===== src/rtl/sprite_commit_if.sv =====
// CPU-side write/commit port and engine-side config port of the sprite commit scheduler.
// Handshake: a write is accepted on any clk edge where wr_valid && wr_ready; wr_valid while !wr_ready is dropped.
interface sprite_commit_if #(
    parameter int DEPTH  = 8,
    parameter int ADDR_W = 6,
    parameter int DATA_W = 16
);
    localparam int LVL_W = $clog2(DEPTH) + 1;

    logic              vblank;
    logic              wr_valid;
    logic [ADDR_W-1:0] wr_addr;
    logic [DATA_W-1:0] wr_data;
    logic              wr_ready;
    logic              commit;
    logic              irq_clr;
    logic              eng_wr_en;
    logic [ADDR_W-1:0] eng_addr;
    logic [DATA_W-1:0] eng_data;
    logic [LVL_W-1:0]  level;
    logic              busy;
    logic              overflow;
    logic              done_irq;
    logic [1:0]        state_dbg;

    modport master (
        output vblank, wr_valid, wr_addr, wr_data, commit, irq_clr,
        input  wr_ready, eng_wr_en, eng_addr, eng_data, level, busy,
               overflow, done_irq, state_dbg
    );

    modport slave (
        input  vblank, wr_valid, wr_addr, wr_data, commit, irq_clr,
        output wr_ready, eng_wr_en, eng_addr, eng_data, level, busy,
               overflow, done_irq, state_dbg
    );
endinterface


===== src/rtl/sprite_commit_scheduler.sv =====
// Buffers CPU sprite-register writes and replays a committed batch to the sprite
// engine only during vertical blanking, so sprites never change mid-frame.
module sprite_commit_scheduler #(
    parameter int DEPTH  = 8,
    parameter int ADDR_W = 6,
    parameter int DATA_W = 16
) (
    input  logic           clk,
    input  logic           rst_n,
    sprite_commit_if.slave bus
);
    localparam int PTR_W = $clog2(DEPTH);
    localparam int LVL_W = $clog2(DEPTH) + 1;
    localparam logic [LVL_W-1:0] FULL_LVL = LVL_W'(DEPTH);
    localparam logic [LVL_W-1:0] ONE_LVL  = LVL_W'(1);

    localparam logic [1:0] S_IDLE  = 2'd0;
    localparam logic [1:0] S_ARMED = 2'd1;
    localparam logic [1:0] S_DRAIN = 2'd2;

    logic [ADDR_W+DATA_W-1:0] mem [DEPTH];
    logic [PTR_W-1:0]         wr_ptr;
    logic [PTR_W-1:0]         rd_ptr;
    logic [LVL_W-1:0]         level;
    logic [LVL_W-1:0]         bcnt;
    logic [1:0]               state;
    logic                     vblank_d;
    logic                     eng_wr_en;
    logic [ADDR_W-1:0]        eng_addr;
    logic [DATA_W-1:0]        eng_data;
    logic                     overflow;
    logic                     done_irq;

    logic wr_ready;
    logic push;
    logic pop;
    logic vblank_rise;
    logic done_set;
    logic ovf_set;

    assign wr_ready    = (level != FULL_LVL);
    assign push        = bus.wr_valid && wr_ready;
    assign pop         = (state == S_DRAIN) && bus.vblank && (bcnt != '0);
    assign vblank_rise = bus.vblank && !vblank_d;
    // An empty commit completes at once; otherwise the last pop of the batch completes it.
    assign done_set    = ((state == S_IDLE) && bus.commit && (level == '0)) ||
                         (pop && (bcnt == ONE_LVL));
    assign ovf_set     = bus.wr_valid && !wr_ready;

    // Storage has no reset: only entries between rd_ptr and wr_ptr are ever read.
    always_ff @(posedge clk) begin
        if (push) begin
            mem[wr_ptr] <= {bus.wr_addr, bus.wr_data};
        end
    end

    always_ff @(posedge clk or negedge rst_n) begin
        if (!rst_n) begin
            wr_ptr    <= '0;
            rd_ptr    <= '0;
            level     <= '0;
            bcnt      <= '0;
            state     <= S_IDLE;
            vblank_d  <= 1'b0;
            eng_wr_en <= 1'b0;
            eng_addr  <= '0;
            eng_data  <= '0;
            overflow  <= 1'b0;
            done_irq  <= 1'b0;
        end else begin
            vblank_d <= bus.vblank;

            if (push) begin
                wr_ptr <= wr_ptr + PTR_W'(1);
            end
            if (pop) begin
                rd_ptr <= rd_ptr + PTR_W'(1);
            end
            case ({push, pop})
                2'b10:   level <= level + ONE_LVL;
                2'b01:   level <= level - ONE_LVL;
                default: level <= level;
            endcase

            eng_wr_en <= pop;
            if (pop) begin
                {eng_addr, eng_data} <= mem[rd_ptr];
            end

            case (state)
                S_IDLE: begin
                    // Snapshot excludes a push landing on this same edge.
                    if (bus.commit && (level != '0)) begin
                        bcnt  <= level;
                        state <= S_ARMED;
                    end
                end
                S_ARMED: begin
                    if (vblank_rise) begin
                        state <= S_DRAIN;
                    end
                end
                S_DRAIN: begin
                    if (!bus.vblank) begin
                        state <= S_ARMED;
                    end else if (pop) begin
                        bcnt <= bcnt - ONE_LVL;
                        if (bcnt == ONE_LVL) begin
                            state <= S_IDLE;
                        end
                    end else begin
                        state <= S_IDLE;
                    end
                end
                default: state <= S_IDLE;
            endcase

            if (done_set) begin
                done_irq <= 1'b1;
            end else if (bus.irq_clr) begin
                done_irq <= 1'b0;
            end
            if (ovf_set) begin
                overflow <= 1'b1;
            end else if (bus.irq_clr) begin
                overflow <= 1'b0;
            end
        end
    end

    assign bus.wr_ready  = wr_ready;
    assign bus.eng_wr_en = eng_wr_en;
    assign bus.eng_addr  = eng_addr;
    assign bus.eng_data  = eng_data;
    assign bus.level     = level;
    assign bus.busy      = (state != S_IDLE);
    assign bus.overflow  = overflow;
    assign bus.done_irq  = done_irq;
    assign bus.state_dbg = state;
endmodule


===== src/flat_wrapper.sv =====
// flat-port wrapper written by rule: the top's interface ports become plain ports
module sprite_commit_scheduler_flat 
#(
    parameter int DEPTH  = 8,
    parameter int ADDR_W = 6,
    parameter int DATA_W = 16
)
  (clk, rst_n, bus_vblank, bus_wr_valid, bus_wr_addr, bus_wr_data, bus_commit, bus_irq_clr, bus_wr_ready, bus_eng_wr_en, bus_eng_addr, bus_eng_data, bus_level, bus_busy, bus_overflow, bus_done_irq, bus_state_dbg);
  sprite_commit_if #(.DEPTH(DEPTH), .ADDR_W(ADDR_W), .DATA_W(DATA_W)) bus_i ();
  input  logic clk;
  input  logic rst_n;
  input wire logic [$bits(bus_i.vblank)-1:0] bus_vblank;
  input wire logic [$bits(bus_i.wr_valid)-1:0] bus_wr_valid;
  input wire logic [$bits(bus_i.wr_addr)-1:0] bus_wr_addr;
  input wire logic [$bits(bus_i.wr_data)-1:0] bus_wr_data;
  input wire logic [$bits(bus_i.commit)-1:0] bus_commit;
  input wire logic [$bits(bus_i.irq_clr)-1:0] bus_irq_clr;
  output wire logic [$bits(bus_i.wr_ready)-1:0] bus_wr_ready;
  output wire logic [$bits(bus_i.eng_wr_en)-1:0] bus_eng_wr_en;
  output wire logic [$bits(bus_i.eng_addr)-1:0] bus_eng_addr;
  output wire logic [$bits(bus_i.eng_data)-1:0] bus_eng_data;
  output wire logic [$bits(bus_i.level)-1:0] bus_level;
  output wire logic [$bits(bus_i.busy)-1:0] bus_busy;
  output wire logic [$bits(bus_i.overflow)-1:0] bus_overflow;
  output wire logic [$bits(bus_i.done_irq)-1:0] bus_done_irq;
  output wire logic [$bits(bus_i.state_dbg)-1:0] bus_state_dbg;
  assign bus_i.vblank = bus_vblank;
  assign bus_i.wr_valid = bus_wr_valid;
  assign bus_i.wr_addr = bus_wr_addr;
  assign bus_i.wr_data = bus_wr_data;
  assign bus_i.commit = bus_commit;
  assign bus_i.irq_clr = bus_irq_clr;
  assign bus_wr_ready = bus_i.wr_ready;
  assign bus_eng_wr_en = bus_i.eng_wr_en;
  assign bus_eng_addr = bus_i.eng_addr;
  assign bus_eng_data = bus_i.eng_data;
  assign bus_level = bus_i.level;
  assign bus_busy = bus_i.busy;
  assign bus_overflow = bus_i.overflow;
  assign bus_done_irq = bus_i.done_irq;
  assign bus_state_dbg = bus_i.state_dbg;
  sprite_commit_scheduler #(.DEPTH(DEPTH), .ADDR_W(ADDR_W), .DATA_W(DATA_W)) u_core (.clk(clk), .rst_n(rst_n), .bus(bus_i));
endmodule

===== config.mk =====
export PLATFORM = sky130hd
export DESIGN_NAME = sprite_commit_scheduler_flat
export DESIGN_NICKNAME = d
export VERILOG_FILES = /design/src/rtl/sprite_commit_if.sv /design/src/rtl/sprite_commit_scheduler.sv /design/src/flat_wrapper.sv
export SDC_FILE = /design/constraint.sdc
export NUM_CORES = 1
export LEC_CHECK = 0
export ABC_AREA = 1
export BUFFER_PORTS_ARGS = -buffer_cell sky130_fd_sc_hd__buf_2
export CORE_MARGIN = 2
export CORE_UTILIZATION = 58
export CTS_BUF_LIST = sky130_fd_sc_hd__clkbuf_4 sky130_fd_sc_hd__clkbuf_8 sky130_fd_sc_hd__clkbuf_16
export CTS_CLUSTER_DIAMETER = 40
export DETAILED_ROUTE_END_ITERATION = 8
export GPL_TIMING_DRIVEN = 0
export PLACE_DENSITY = 0.81
export SLEW_MARGIN = 25
export SYNTH_ARGS = -nofsm -noshare
export SYNTH_HDL_FRONTEND = slang
export SYNTH_SLANG_ARGS = --single-unit

===== constraint.sdc =====
create_clock -name clk -period 2.6 [get_ports clk]
set_input_delay 0.26 -clock clk [delete_from_list [all_inputs] [get_ports clk]]
set_output_delay 0.26 -clock clk [all_outputs]
set_load 0.02 [all_outputs]

==> flow_metrics.env <==
export IMPL_htree_levels=1
export IMPL_io_pins=61
export IMPL_antenna_left=0
export IMPL_synth_top_family_by_area="simple AND/OR/NAND/NOR gates"
export IMPL_cts_inserted_buffers=28
export IMPL_synthCells=757
export IMPL_wl_per_cell_um=19.7
export IMPL_worst_path_buf_inv=4
export IMPL_synthAdderAreaFrac_pct=0.959
export IMPL_synthXorXnorAreaFrac_pct=0.575
export IMPL_post_dp_hpwl_um=13400
export IMPL_drt_iter0_markers=624
export IMPL_cts_root_buf="clkbuf_16"
export IMPL_start_util_pct=59.7
export IMPL_die_h_um=130
export IMPL_synthArstFlopShare_pct=19.3
export IMPL_timing_fmax_mhz=421
export IMPL_hp_class="primary input to flip-flop"
export IMPL_num_vias=6250
export IMPL_crit_chain="inv_2, ha_2, nand3_1, nand3_4, clkinv_4, buf_6, ha_2, nand2_1, inv_1, nor2_2, ha_1, a21oi_1, or2_2, a31oi_1"
export IMPL_synth_edf_count=176
export IMPL_power_density_nw_per_um2=1180
export IMPL_syn_nets=792
export IMPL_worst_skew_pair_late_latency_ns=0.54
export IMPL_port_buffers=60
export IMPL_ff2ff_setup_slack_ns=0.22
export IMPL_dp_cells=1036
export IMPL_crit_path_end_kind="flip-flop"
export IMPL_rows=45
export IMPL_finalHoldViolCount=0
export IMPL_highest_signal_layer="met4"
export IMPL_fp_dieW_um=130
export IMPL_clockBufferDepth=3
export IMPL_crit_top_cell="ha_2"
export IMPL_dieArea_um2=16800
export IMPL_synth_cell_area_um2=9140
export IMPL_synth_warnings=0
export IMPL_setup_viol=0
export IMPL_cts_tree="built"
export IMPL_antennaDiodeCount=0
export IMPL_route_met2_wl_um=10700
export IMPL_grt_pass1_wl_um=33900
export IMPL_grtUsageTotal_pct=27.1
export IMPL_place_area_um2=9960
export IMPL_firstDrtPassIters=5
export IMPL_crit_path_start_kind="flip-flop"
export IMPL_synthSimpleGateAreaFrac_pct=11.9
export IMPL_cp_slowest_stage_delay_ns=0.40
export IMPL_maxSlewViolCount=0
export IMPL_place_congestion=0.817
export IMPL_drc=0
export IMPL_drive_gt1_share_pct=21.2
export IMPL_ys_seq_area_share_pct=69.3
export IMPL_mostFrequentLayoutCell="edfxtp_1"
export IMPL_areaGrowthSynthToFinish_pct=22.2
export IMPL_fin_area_um2=11200
export IMPL_coreArea_um2=15300
export IMPL_routed_via_density=5.62
export IMPL_fin_nets=915
export IMPL_path_class="flip-flop to flip-flop"
export IMPL_cp_max_fo=12
export IMPL_grt_overflow_total=0
export IMPL_maxCapViolations=0
export IMPL_period_minus_slack_ns=2.38
export IMPL_met1_length_um=8390
export IMPL_cp_slowest_cell="dfrtp_1"
export IMPL_cp_top_family="simple AND/OR/NAND/NOR gates"
export IMPL_required_ns=3.05
export IMPL_worstPathArrival_ns=2.83
export IMPL_tightestPinTransition_ns=0.844
export IMPL_clk_pin_slew_worst_paths_ns=0.06
export IMPL_grt_max_degree=43
export IMPL_grt_antenna_before_repair=0
export IMPL_synthMuxAreaShare_pct=0
export IMPL_period_share_pct=91.4
export IMPL_slew_headroom_pct=43.7
export IMPL_status="finished, final reports clean"
export IMPL_yosysUniqueCellTypes=31
export IMPL_wirelength_um=21900
export IMPL_final_cells=1113
export IMPL_synth_compound_gate_area_share_pct=9.59
export IMPL_synth_seq_cells=218
export IMPL_final_cell_mix="176 x edfxtp_1, 157 x nand2_1, 105 x inv_1"
export IMPL_nFillCells=983
export IMPL_grt_pass1_vias=6408
export IMPL_dr_wl_met3_um=1880
export IMPL_leakage_uw=0.00461
export IMPL_finClkSkew_ns=0.0162
export IMPL_cts_sinks=218
export IMPL_vdd_drop_max_v=0.000660
export IMPL_rsz0062_at_grt="no"
export IMPL_synthFlopType="edfxtp_1"
export IMPL_syn_area_per_cell_um2=12.1
-- layout make-up --
class | instances | area (µm²) | share of cell area [%]
buffer | 37 | 275 | 2.47
clock buffer | 36 | 791 | 7.08
clock inverter | 16 | 168 | 1.50
inverter | 110 | 420 | 3.77
multi-input combinational | 392 | 2170 | 19.5
sequential | 218 | 6340 | 56.7
tap | 211 | 264 | 2.36
timing repair buffer | 93 | 738 | 6.61
-- power by group --
group	total (µW)	switching (µW)	internal, µW
registers	4770	315	4460
logic	4560	3020	1550
clock network	3850	1480	2370
-- flip-flops by register name, summed over array words and instances, names as in the netlist --
register / flops
u_core.bcnt: 4
u_core.mem: 176
u_core.bus.done_irq: 1
u_core.bus.overflow: 1
u_core.bus.eng_wr_en: 1
u_core.vblank_d: 1
u_core.rd_ptr: 3
u_core.bus.eng_data: 16
u_core.wr_ptr: 3
u_core.bus.state_dbg: 2
u_core.bus.level: 4
u_core.bus.eng_addr: 6
-- cell families after synthesis --
family | after synthesis
flip-flops | 218
adder cells (fa/ha/maj) | 7
buffers and inverters | 147
AO/OA/AOI/OAI | 123
AND/OR/NAND/NOR | 256
XOR/XNOR | 6
-- metal layers --
| layer | GRT usage [%] | vias to the layer above |
|---|---|---|
| met5 | 0 | - |
| met4 | 13.3 | 0 |
| met3 | 4.75 | 72 |
| met2 | 45.2 | 357 |
| met1 | 34.8 | 2949 |
| li1 | - | 2872 |
-- path summary, 6_finish.rpt --
path / start / endpoint / cells after the start
setup / recovery: u_core.bcnt[0] / u_core.bus.level[2] / 14
hold / removal: bus_wr_data[15] / u_core.mem[5][15] / 1
setup reg to reg: u_core.bcnt[0] / u_core.bus.level[2] / 14
hold reg to reg: u_core.bus.eng_addr[1] / u_core.bus.eng_addr[1] / 2
max in group asynchronous: rst_n / u_core.wr_ptr[1] / 2
min in group asynchronous: rst_n / u_core.bus.eng_data[3] / 2
-- synthesized netlist by cell type (2+ instances only) --
| library cell | count | share of area, % |
|---|---|---|
| clkbuf_1 | 6 | 0.25 |
| o211ai_1 | 48 | 3.9 |
| inv_1 | 107 | 4.4 |
| nand2_2 | 3 | 0.21 |
| a21oi_1 | 24 | 1.3 |
| xnor2_1 | 3 | 0.29 |
| buf_2 | 13 | 0.71 |
| buf_4 | 3 | 0.25 |
| nor2_1 | 16 | 0.66 |
| o21ai_0 | 29 | 1.6 |
| edfxtp_1 | 176 | 58 |
| dfrtp_1 | 42 | 12 |
| o21ai_1 | 2 | 0.11 |
| nand3_1 | 75 | 4.1 |
| ha_1 | 7 | 0.96 |
| buf_6 | 13 | 1.6 |
| nand2_1 | 157 | 6.4 |
| o211ai_2 | 18 | 2.5 |
| xor2_1 | 3 | 0.29 |
-- through the flow --
stage	total power (µW)	hold slack (ns)	worst slack [ns]	setup TNS, ns	util [%]
final	13200	0.00880	0.223	0	72.9
after global routing	13800	0.00317	0.0421	0	72.9
after CTS	13100	0.00311	0.00360	0	72.7
after detailed placement	9230	0.317	0.0699	0	65.0
after global placement	8900	0.457	-0.612	-97.41	63.3
after floorplan	7660	-0.0356	0.107	0	-
-- what timing repair did --
item / 4_1_cts / 5_1_grt
endpoints found under the setup margin: 0 / 2
gates resized for setup: 0 / 5
setup buffers: 0 / 4
hold buffers: 21 / 0
hold endpoints to repair: 193 / 0
Power figures use the tool's default switching activity.
